**src/rtl/hazard_forward_ctrl.sv**
```systemverilog
// Forwarding-select and load-use hazard controller for a 5-stage pipeline.
// EX operand selects favour MEM over WB; load-use hazards stall for LOAD_LAT cycles.
module hazard_forward_ctrl #(
   parameter int REG_W    = 5,
   parameter int LOAD_LAT = 1,
   parameter int CNT_W    = 16
) (
   input  logic             clk,
   input  logic             rst_n,
   input  logic [REG_W-1:0] id_rs_i,
   input  logic [REG_W-1:0] id_rt_i,
   input  logic             id_use_rt_i,
   input  logic [REG_W-1:0] ex_rs_i,
   input  logic [REG_W-1:0] ex_rt_i,
   input  logic [REG_W-1:0] ex_rd_i,
   input  logic             ex_memrd_i,
   input  logic [1:0]       ex_alusrcb_i,
   input  logic [REG_W-1:0] mem_rd_i,
   input  logic             mem_regwr_i,
   input  logic [REG_W-1:0] wr_rd_i,
   input  logic             wr_regwr_i,
   input  logic             flush_i,
   input  logic             cnt_clr_i,
   output logic [1:0]       alusrca_o,
   output logic [1:0]       alusrcb_o,
   output logic             stall_if_o,
   output logic             bubble_ex_o,
   output logic [CNT_W-1:0] stall_cnt_o
);

   typedef enum logic [0:0] {RUN = 1'b0, STALL = 1'b1} state_t;

   localparam logic [3:0]       REM_INIT = 4'(LOAD_LAT - 1);
   localparam logic [CNT_W-1:0] CNT_MAX  = '1;

   state_t           state_q, state_d;
   logic [3:0]       rem_q, rem_d;
   logic [CNT_W-1:0] cnt_q, cnt_d;

   logic mem_a_s, wr_a_s, mem_b_s, wr_b_s, hz_s;

   // Forwarding match terms; register 0 is hard-wired and never forwarded
   always_comb begin
      mem_a_s = mem_regwr_i && (mem_rd_i != '0) && (mem_rd_i == ex_rs_i);
      wr_a_s  = wr_regwr_i  && (wr_rd_i  != '0) && (wr_rd_i  == ex_rs_i);
      mem_b_s = mem_regwr_i && (mem_rd_i != '0) && (mem_rd_i == ex_rt_i);
      wr_b_s  = wr_regwr_i  && (wr_rd_i  != '0) && (wr_rd_i  == ex_rt_i);
      hz_s    = ex_memrd_i && (ex_rd_i != '0) &&
                ((ex_rd_i == id_rs_i) || (id_use_rt_i && (ex_rd_i == id_rt_i)));
   end

   // Operand source selects
   always_comb begin
      alusrca_o = 2'd0;
      alusrcb_o = ex_alusrcb_i;
      if (mem_a_s) begin
         alusrca_o = 2'd1;
      end else if (wr_a_s) begin
         alusrca_o = 2'd2;
      end else begin
         alusrca_o = 2'd0;
      end
      if (mem_b_s) begin
         alusrcb_o = 2'd2;
      end else if (wr_b_s) begin
         alusrcb_o = 2'd3;
      end else begin
         alusrcb_o = ex_alusrcb_i;
      end
   end

   // Stall FSM next state and stall/bubble outputs; flush overrides everything
   always_comb begin
      state_d     = state_q;
      rem_d       = rem_q;
      stall_if_o  = 1'b0;
      bubble_ex_o = 1'b0;
      if (flush_i) begin
         bubble_ex_o = 1'b1;
         state_d     = RUN;
         rem_d       = 4'd0;
      end else begin
         case (state_q)
            RUN: begin
               if (hz_s) begin
                  stall_if_o  = 1'b1;
                  bubble_ex_o = 1'b1;
                  if (LOAD_LAT == 1) begin
                     state_d = RUN;
                     rem_d   = 4'd0;
                  end else begin
                     state_d = STALL;
                     rem_d   = REM_INIT;
                  end
               end else begin
                  state_d = RUN;
               end
            end
            STALL: begin
               stall_if_o  = 1'b1;
               bubble_ex_o = 1'b1;
               rem_d       = rem_q - 4'd1;
               if (rem_q == 4'd1) begin
                  state_d = RUN;
               end else begin
                  state_d = STALL;
               end
            end
            default: begin
               state_d = RUN;
               rem_d   = 4'd0;
            end
         endcase
      end
   end

   // Saturating stall-cycle counter; clear takes precedence
   always_comb begin
      cnt_d = cnt_q;
      if (cnt_clr_i) begin
         cnt_d = '0;
      end else if (stall_if_o && (cnt_q != CNT_MAX)) begin
         cnt_d = cnt_q + CNT_W'(1);
      end else begin
         cnt_d = cnt_q;
      end
   end

   // State, remaining-stall and counter registers
   always_ff @(posedge clk or negedge rst_n) begin
      if (!rst_n) begin
         state_q <= RUN;
         rem_q   <= 4'd0;
         cnt_q   <= '0;
      end else begin
         state_q <= state_d;
         rem_q   <= rem_d;
         cnt_q   <= cnt_d;
      end
   end

   assign stall_cnt_o = cnt_q;

endmodule

```
**config.mk**
```make
export PLATFORM = sky130hd
export DESIGN_NAME = hazard_forward_ctrl
export DESIGN_NICKNAME = d
export VERILOG_FILES = /design/src/rtl/hazard_forward_ctrl.sv
export SDC_FILE = /design/constraint.sdc
export NUM_CORES = 1
export LEC_CHECK = 0
export ABC_AREA = 1
export CELL_PAD_IN_SITES_DETAIL_PLACEMENT = 0
export CELL_PAD_IN_SITES_GLOBAL_PLACEMENT = 2
export CORE_AREA = 2 2 95 97
export CTS_BUF_LIST = sky130_fd_sc_hd__clkbuf_8
export DETAILED_ROUTE_END_ITERATION = 10
export DIE_AREA = 0 0 97 99
export GPL_TIMING_DRIVEN = 0
export HOLD_SLACK_MARGIN = 0.1
export PLACE_DENSITY = 0.85
export SETUP_SLACK_MARGIN = 0.4
export SYNTH_ARGS = -nofsm -noshare
export SYNTH_HDL_FRONTEND = slang
export SYNTH_SLANG_ARGS = --single-unit
export TNS_END_PERCENT = 5
```
**constraint.sdc**
```tcl
create_clock -name clk -period 1.6 [get_ports clk]
set_input_delay 0.32 -clock clk [delete_from_list [all_inputs] [get_ports clk]]
set_output_delay 0.32 -clock clk [all_outputs]
set_load 0.02 [all_outputs]
```
# Word level (Yosys, flattened, before mapping)
# Index checks and enable logic that the tools add are counted.
# totals
regBits	21
# op_classes
n_addsub	2
n_eq_ne	9
n_mux	16
bitwise_logic	1
n_reduce_logical	15
# op_table
operator	n
$mux 16	2
$eq 5x5->1	6
$add 16x1->16 const B	1
$ne 16x16->1 const B	1
$reduce_bool 5->1	3
$logic_and 1x1->1	10
$mux 2	4
$mux 4	2
$pmux 4 s2	1
$mux 1	5
$eq 4x1->1 const B	1
$pmux 1 s2	2
$sub 4x1->4 const B	1
$ne 3x3->1 const B	1
$reduce_bool 2->1	1
$logic_or 1x1->1	1
$not 1->1	1

# Longest topological paths before layout
# logic_depth
word_depth	10
ltp_mapped	13
mapped_depth_nobuf	12

# Worst setup path after synthesis
# OpenSTA, ideal clock, no wires.
# synth_path
kind	reg2reg
start	reg cnt_q[0], in the netlist stall_cnt_o[0]
end	reg cnt_q[13], in the netlist stall_cnt_o[13]
setup_time_ns	0.117
arrival_time_ns	1.711
t_required_ns	1.483
slack_ns	-0.228
path_stages_with_launch	12
path_buffers	1
period_less_slack_ns	1.828
cell_sequence	dfrtp_1 -> ha_1 -> nand2_1 -> nor2_4 -> nand3_4 -> nor2_8 -> nand4_4 -> nand3_4 -> nand2_4 -> buf_6 -> nand2_1 -> nand2_1
# synth_between
elab_chain_len	3
# synth_lines
element	line	text
start: declaration	38	logic [CNT_W-1:0] cnt_q, cnt_d;
start signal: assignment	138	cnt_q <= cnt_d;
$add 16x1->16 or $ne 16x16->1 (tied branches)	123, 122	
$mux 16 or $logic_and 1x1->1 (tied branches)	122	end else if (stall_if_o && (cnt_q != CNT_MAX)) begin
$mux 16 or $reduce_bool 2->1 (tied branches)	n/a	
# Parallel ways exist; a longest one is shown, timed or not. The select of a mux whose other input is x is not followed.
# A chain may end at the register's enable or synchronous reset.

# Worst setup path after layout
# layout_path
start	reg cnt_q[0], in the netlist stall_cnt_o[0]
end	reg cnt_q[12], in the netlist stall_cnt_o[12]
# The elaborated chain is that of the path after synthesis.

==> results.toml <==
[detailed_routing]
vias_per_cell = 4.25
initialDrtViolationCount = 55
drc = 0
antenna_left = 0
avgRoutedWirePerCell_um = 12.2
dr.pass1.iters = 4
drt-total-wl_um = 5630
vias = 1966

[clock_tree]
cts_buffers = 3
clockBufferDepth = 2
cts_tree = "yes"
cts.sinks = 21
insertion_delay_ns = 0.27
clockRootBuffer = "clkbuf_8"
htreeDepth = 1
clkTransAtPathRegs_ns = 0.09

[power]
p_leak_nw = 1.42
power.internal_mw = 0.922
p_comb_share_pct = 31.0
p_sw_mw = 0.406
p_clk_share_pct = 27.3
p_seq_share_pct = 41.7
ir_drop_v = 0.000225
powerDensity_mw_per_mm2 = 456
switching_share_pct = 30.5
total_power_mw = 1.33

[logic_synthesis]
yosysSeqAreaShare_pct = 28.5
avgSynthCellArea_um2 = 6.85
synthesis.instances = 269
synthDistinctLibCells = 33
synth_fp_nets = 317
yosys_warnings = 0
synth-seq-cells = 21
synth_area_mm2 = 0.00184

[place]
io_buffer_count = 65
placed_cell_area_mm2 = 0.00265
place.gp.congestion = 0.790
dp_hpwl_um = 4200
dpl_worst_slack_ns = -1.03

[worst_setup_path]
r2r-start = "stall_cnt_o[0]$_DFFE_PN0P_"
arrival_ns = 1.85
required_ns = 1.76
reg2reg_slack_ns = -0.1
start_kind = "flop"
cp_max_fo = 7
endpoint_kind = "flop"
r2r-end = "stall_cnt_o[12]$_DFFE_PN0P_"
slowest_delay_ns = 0.40
r2r_cells = 11
worstSetupPathType = "flop to flop"
path_cells = "ha_4, nand2_4, nor2_4, nand3_4, nor2_8, nand4_4, nand3_4, nand2_8, clkbuf_16, nand2_1, nand2_1"
cp_slowest_cell = "dfrtp_2"

[cells_and_area]
diodes = 0
final_cell_mix = "nand2_1, nor2_1, nand3_1, inv_1, buf_4"
fin_area_mm2 = 0.00291
syn_to_final_growth_pct = 58.1
mostFrequentLayoutCell = "nand2_1"
fin_nets = 404
post-route-util_pct = 34.1
drive_gt1_share_pct = 34.6
fillerInstances = 940

[timing]
period_needed_ns = 1.70
maxSlewHeadroom_pct = 62.0
maxSlewViolCount = 0
finalCritPeriodShare_pct = 106
finalWorstSetupSlack_ns = -0.0973
max_freq_mhz = 589
setup_viol = 20
worstMarginPinSlew_ns = 0.570
clock_skew_ns = 0.00779
final_hold_viol_count = 0
rsz0062_at_grt = "yes"

[global_routing]
grt_pass1_vias = 2001
grtUsageMet1_pct = 15.8
grt_usage_pct = 12.0
met3_usage_pct = 1.06
grt_max_degree = 22
overflow = 0
grt_pass1_wl_um = 9690
busiest_layer = "met2"
use_met2_pct = 21.9
antenna_found_initial = 0

[die]
die_h_um = 99
dieWidth_um = 97
start_util_pct = 21.5
dieArea_mm2 = 0.00960
io_pins = 67
num_rows = 34
coreArea_mm2 = 0.00855

[outcome]
status = "finished with violations"
violations = "setup timing"

[hold_path]
whs_path_depth = 2
hold_class = "flop to flop"
worstHoldEndpoint = "rem_q[1]$_DFFE_PN0P_"
min_from = "rem_q[1]$_DFFE_PN0P_"

[run]
maxCapViolCount = 0
==> logic make-up after synthesis <==
family	after synthesis	synth area share (%)
AND/OR/NAND/NOR	167	43.3
buffers and inverters	35	8.15
XOR/XNOR	27	12.8
flip-flops	21	28.5
AO/OA/AOI/OAI	16	5.10
adder cells (fa/ha/maj)	3	2.04
==> metrics by stage <==
| stage | setup TNS, ns | hold slack (ns) | std cells |
|---|---|---|---|
| 3_5_place_dp | -14.61 | 0.498 | 442 |
| 2_1_floorplan | -1.27 | 0.0244 | 269 |
| 6_report | -1.33 | 0.518 | 463 |
| 3_3_place_gp | -14.58 | 0.497 | 442 |
| 5_1_grt | -3.53 | 0.593 | 463 |
| 4_1_cts | -1.07 | 0.377 | 456 |
==> power groups by stage <==
stage          clock, mW  combinational (mW)  sequential (mW)
2_1_floorplan          0               0.149            0.579
3_3_place_gp           0               0.364            0.569
3_5_place_dp           0               0.366            0.570
4_1_cts            0.386               0.385            0.555
5_1_grt            0.402               0.459            0.556
6_report           0.363               0.411            0.554
==> sequential cells by signal, summed over array words and instances, names as in the netlist <==
name and cells:
stall_cnt_o 16, state_q 1, rem_q 4
==> critical path, delay by kind of cell, from the launching register on <==
| kind | cells | cell delay (ns) |
|---|---|---|
| fa+ha+maj | 1 | 0.15 |
| flops | 1 | 0.40 |
| simple gates | 9 | 0.86 |
| buf+inv | 1 | 0.17 |
==> cell usage after synthesis (all sizes together) <==
cell	count	share of area, %
nand4	4	2.2
nor3	10	3.0
dfrtp	21	29
o41ai	1	0.48
a21oi	4	1.1
clkinv	1	0.20
nand3	26	8.4
nor2	33	8.4
a21boi	1	0.41
a21o	1	0.41
clkbuf	3	0.61
nand2	85	18
xnor2	14	6.7
or2	1	0.34
xor2	13	6.2
nor4	2	0.68
o21bai	1	0.41
nand3b	1	0.41
ha	3	2.0
a31oi	2	0.68
buf	3	1.6
inv	28	5.7
nor3b	5	2.0
o21ai	6	1.6
==> worst max-delay path by stage <==
| stage | cells past startpoint | to | from | slack [ns] |
|---|---|---|---|---|
| 6_report | 11 | stall_cnt_o[12]$_DFFE_PN0P_ | stall_cnt_o[0]$_DFFE_PN0P_ | -0.1 |
| 5_1_grt | 11 | stall_cnt_o[1]$_DFFE_PN0P_ | stall_cnt_o[0]$_DFFE_PN0P_ | -0.19 |
| 3_3_place_gp | 7 | alusrcb_o[0] | wr_rd_i[0] | -1.05 |
| 4_1_cts | 7 | alusrcb_o[1] | wr_rd_i[1] | -0.1 |
| 2_1_floorplan | 11 | stall_cnt_o[0]$_DFFE_PN0P_ | stall_cnt_o[0]$_DFFE_PN0P_ | -0.12 |
| 3_5_place_dp | 7 | alusrcb_o[0] | wr_rd_i[0] | -1.03 |
==> final cells by class <==
| class | instances | area, um2 | area share [%] |
|---|---|---|---|
| Buffer | 6 | 45.0 | 1.55 |
| Sequential cell | 21 | 534 | 18.3 |
| Clock buffer | 3 | 41.3 | 1.42 |
| Multi-Input combinational cell | 213 | 1310 | 44.8 |
| Inverter | 29 | 114 | 3.91 |
| Clock inverter | 1 | 5.00 | 0.172 |
| Timing Repair Buffer | 82 | 732 | 25.1 |
| Tap cell | 108 | 135 | 4.64 |
==> timing repair <==
action | 4_1_cts | 5_1_grt
gates resized for setup | 254 | 38
cloned | 0 | 1
hold endpoints to repair | 0 | 21
pin swaps | 42 | 14
buffers inserted | 10 | 5
hold buffers | 0 | 1
setup endpoints to repair | 63 | 44
==> per-layer routing <==
layer / vias up / routed length (um)
li1: 1030 / -
met1: 913 / 2530
met2: 19 / 2990
met3: 4 / 78
met4: 0 / 26
met5: - / 0
Power figures use the tool's default switching activity.
==> edit 1, RTL diff (same flow settings) <==
The parameter `REG_W` goes from 5 to 6.
--- a/src/rtl/hazard_forward_ctrl.sv
+++ b/src/rtl/hazard_forward_ctrl.sv
@@ -2,5 +2,5 @@
 // EX operand selects favour MEM over WB; load-use hazards stall for LOAD_LAT cycles.
 module hazard_forward_ctrl #(
-   parameter int REG_W    = 5,
+   parameter int REG_W    = 6,
    parameter int LOAD_LAT = 1,
    parameter int CNT_W    = 16
Ports: changed (7 resized); port bits go from 67 to 74. The function was not compared with the original's and may differ.
==> edit 1 against the original RTL <==
- the run still ends with negative setup slack left
- setup slack better by 12 ps
- highest routed layer unchanged
- power rose by 4.0%
- register-to-register slack improved by 20 ps
- largest cell class unchanged
- sequential cell count unchanged
- synthesized cell count is 20% higher
- synthesized area increased by 8.6%
- design area grew 8.4%
- wire length grew 6.7%
==> edit 1: results (changes against the original RTL) <==
STA
The slew at the pin closest to its max-slew limit was 579.0 ps (was 569.6 ps). The post-route setup TNS is -940.5 ps (was -1335 ps). The worst path setup slack after routing is -85.74 ps (was -97.29 ps).

The final count of negative-setup-slack endpoints came to 19 (was 20). The worst-case clock skew was 5.630 ps (was 7.793 ps).

Run status
Violations in the final reports: negative setup slack (unchanged). Result of the run: finished with violations (unchanged).

Power
The highest ir drop seen on vdd is 321.0 uV (was 225.2 uV). The reported leakage power is 1.633 nW (was 1.422 nW).

Drt
The wire length on met1 was 2697 microns (was 2532 microns). The wire length after detailed routing is 6008 microns (was 5631 microns). The sum of met3 wire segment lengths after detailed routing is 189 microns (was 78 microns).

Global route
The met3 demand-to-capacity share in global routing came to 2.057% (was 1.064%). The number of global-route vias before repair is 2146 (was 2001). The global-route wire length before repair was 10120 microns (was 9694 microns). The global-route usage over all layers is 12.50% (was 12.04%). The met1 track demand over resource in global routing was 15.81% (was 15.80%).

Worst setup path
The setup slack of the worst register-to-register path is -80 ps (was -100 ps). The length in cells of the worst reg-to-reg path was 10 (was 11). The critical path endpoint is alusrcb_o[1] (was stall_cnt_o[12]).

The maximum fanout encountered on the critical timing path was 3 (was 7). The launch instance of the worst register-to-register path was stall_cnt_o[8] (was stall_cnt_o[0]). The arrival time of the worst setup path is 1370 ps (was 1850 ps).

Final layout
The fraction of layout cells with a size suffix above 1 was 38.41% (was 34.65%). The count of nets after finishing is 470 (was 404). The number of inserted filler cells in the final layout was 935 (was 940). The sequential share of cell area is 16.81% (was 18.35%).

The fraction of cell area in non-clock buffers is 24.10% (was 26.69%). The number of non-clock buffers in the layout is 94 (was 88).

Place
The half-perimeter wire length of the detailed placement result is 4612 microns (was 4199 microns). The global placer's final weighted congestion is 0.7534 (was 0.7898). The count of buffers inserted at the top-level ports is 72 (was 65).

Yosys
The post-synthesis compound-gate area fraction is 4.941% (was 5.095%). Largest cells by area after synthesis: dfrtp_1 (26%), nand2_1 (19%), inv_1 (9.8%) (was dfrtp_1 (29%), nand2_1 (17%), xnor2_1 (6.7%)). The synthesized-area fraction occupied by xor and xnor cells is 7.880% (was 12.84%).

Min path
The capture endpoint of the worst hold path is stall_cnt_o[2] (was rem_q[1]). The path class of the lowest-slack min-delay path is primary input to flip-flop (was flip-flop to flip-flop). The worst hold path depth is 4 (was 2).
## edit 1: where the power goes
part,switching [mW],leakage (nW),internal [mW]
logic,0.243,1.32,0.221
clock network,0.191,0.0269,0.172
registers,0.0123,0.285,0.542
total,0.446,1.63,0.935
## edit 1: repair_timing
item / 4_1_cts / 5_1_grt
buffers inserted: 14 / 1
hold buffers: 0 / 1
endpoints found under the hold margin: 0 / 21
resized for setup: 253 / 97
pin swaps: 51 / 29
setup endpoints to repair: 63 / 45
cloned: 0 / 0
## edit 1: stage by stage
stage                     total power, mW  hold slack (ps)  instances  area (sq um)
final                               1.381            509.6        522          3157
after global routing                1.469            539.8        522          3157
after CTS                           1.381            385.7        520          3099
after detailed placement           0.9775            518.2        502          2872
after global placement             0.9759            501.8        502          2872
after floorplan                    0.7474            24.41        322          2016
## edit 1: worst max-delay path, stage by stage
cell	delay, ps
buf_2	120
inv_2	50
nand2_1	50
nand4_1	150
nor4_4	380
nor2_1	100
nand2_2	80
buf_6	110
==> edit 2, RTL diff (same flow settings) <==
Made on the original files. Make the reset (`rst_n`) synchronous in one clocked block.
--- a/src/rtl/hazard_forward_ctrl.sv
+++ b/src/rtl/hazard_forward_ctrl.sv
@@ -128,5 +128,5 @@
 
    // State, remaining-stall and counter registers
-   always_ff @(posedge clk or negedge rst_n) begin
+   always_ff @(posedge clk) begin
       if (!rst_n) begin
          state_q <= RUN;
Formal check against the unedited RTL: differs if rst_n is asserted again (counterexample within 4 cycles, from zero or initial values and one cycle with rst_n low); with rst_n held inactive, the same outputs for 10 cycles.
==> edit 2 against the original RTL <==
- the flow still finishes with violations (negative setup slack)
- design area shrank 5.3%
- sequential cell count is the same
- synthesized area grew 0.68%
- sequential share of layout area shrank 2.6 points
- setup slack lost 19 ps
- critical path depth shrank 4
- power shrank 10%
- wire length shrank 1.8%
- critical path type is now primary input to output port
- largest cell class unchanged
==> edit 2: results (changes against the original RTL) <==
Run status
Result of the run: finished with violations (unchanged). Violations in the final reports: negative setup slack (unchanged).

Yosys
The synthesized netlist cell count is 318 (was 269). The synthesized-area fraction occupied by xor and xnor cells is 11.34% (was 12.84%). The post-synthesis compound-gate area fraction is 3.306% (was 5.095%). The count of different cell masters after synthesis is 29 (was 33). The adder and majority cell fraction of the synthesized area is 2.024% (was 2.038%). List of most frequent post-synthesis cells: nand2_1 (81), inv_1 (68), nor2_1 (39), nand3_1 (28), dfxtp_1 (21) (was nand2_1 (83), nor2_1 (30), nand3_1 (24), inv_1 (23), dfrtp_1 (21)).

The number of synthesized flops with an enable pin is 0 (unchanged). The number of nets produced by synthesis is 366 (was 317). The sequential cell area fraction in the yosys report is 22.67% (was 28.53%).

The most frequently used flop master after synthesis was dfxtp_1 (was dfrtp_1).

Place
The half-perimeter wire length of the detailed placement result is 4308 microns (was 4199 microns). The placed cell count is 492 (was 442). The cell area reported after detailed placement is 0.002685 sq mm (was 0.002650 sq mm).

The global placer's final weighted congestion is 0.8316 (was 0.7898). The post-place setup slack is -1077 ps (was -1027 ps). The count of buffers inserted at the top-level ports is 66 (was 65).

Global route
The number of global-route vias before repair is 2032 (was 2001). The global-route usage over all layers is 11.82% (was 12.04%).

Worst setup path
The path type of the worst setup path is primary input to output port (was flip-flop to flip-flop). The arrival time of the worst setup path is 1400 ps (was 1850 ps). The setup slack of the worst register-to-register path is 50 ps (was -100 ps). The largest stage delay on the critical path is 330 ps (was 400 ps).

The maximum fanout encountered on the critical timing path was 3 (was 7).

Power
The reported leakage power is 1.315 nW (was 1.422 nW). The switching component of the power is 0.3453 mW (was 0.4056 mW).

Final layout
The fraction of layout cells with a size suffix above 1 is 21.54% (was 34.65%). The count of nets after finishing is 439 (was 404).

STA
The final count of negative-setup-slack endpoints was 5 (was 20). The smallest hold slack is 488.8 ps (was 518.3 ps). The post-route setup TNS is -421.2 ps (was -1335 ps). The worst-case headroom to the max-slew limit is 76.91% (was 62.02%). The worst path setup slack after routing is -116.7 ps (was -97.29 ps).

Drt
The first-iteration detailed-routing DRC count is 106 (was 55). The wire length after detailed routing was 5532 microns (was 5631 microns). The detailed-route vias per instance is 4.189 (was 4.246). The post-detailed-route wirelength per cell is 11.11 microns (was 12.16 microns).
edit 2: routing by layer:
metal  up-vias  track usage, %  part of all wire [%]  wire length, microns
met5         -               0                     0                     0
met4         0           2.384                   1.1                    59
met3         6           1.489                   3.7                   204
met2        50           20.51                    46                  2568
met1       904           15.82                    49                  2700
li1       1126               -                     -                     -
edit 2: path summary, 6_finish.rpt:
| kind | startpoint | endpoint | cells after the start |
|---|---|---|---|
| setup / recovery | wr_rd_i[1] | alusrcb_o[1] | 7 |
| hold / removal | rem_q[1] | rem_q[1] | 2 |
| setup reg to reg | stall_cnt_o[1] | stall_cnt_o[14] | 11 |
| hold reg to reg | rem_q[1] | rem_q[1] | 2 |
edit 2: layout make-up:
class                   instances  area [sq um]
plain buffers                   8         81.33
clock inverters                 1         3.754
multi-input cells             219          1225
inverters                      70         262.8
clock buffers                   3         41.29
fillers                       941          5794
flip-flops and latches         21         432.9
well taps                     108         135.1
repair buffers                 68         574.3
edit 2: cell families after synthesis:
| family | Yosys count |
|---|---|
| AND/OR/NAND/NOR | 182 |
| AO/OA/AOI/OAI | 10 |
| XOR/XNOR | 24 |
| buffers and inverters | 78 |
| adder cells (fa/ha/maj) | 3 |
| flip-flops | 21 |
edit 2: power by group through the flow:
stage	clock network [mW]	registers, mW	logic (mW)
after floorplan	0	0.536	0.140
after global placement	0	0.536	0.320
after detailed placement	0	0.536	0.321
after CTS	0.378	0.523	0.321
after global routing	0.394	0.522	0.350
final	0.354	0.522	0.319
edit 2: timing repair:
item / CTS / global route
pin swaps: 21 / 6
setup endpoints to repair: 42 / 36
gates resized for setup: 197 / 16
buffers inserted: 2 / 0
hold buffers: 0 / 0
cloned: 0 / 0
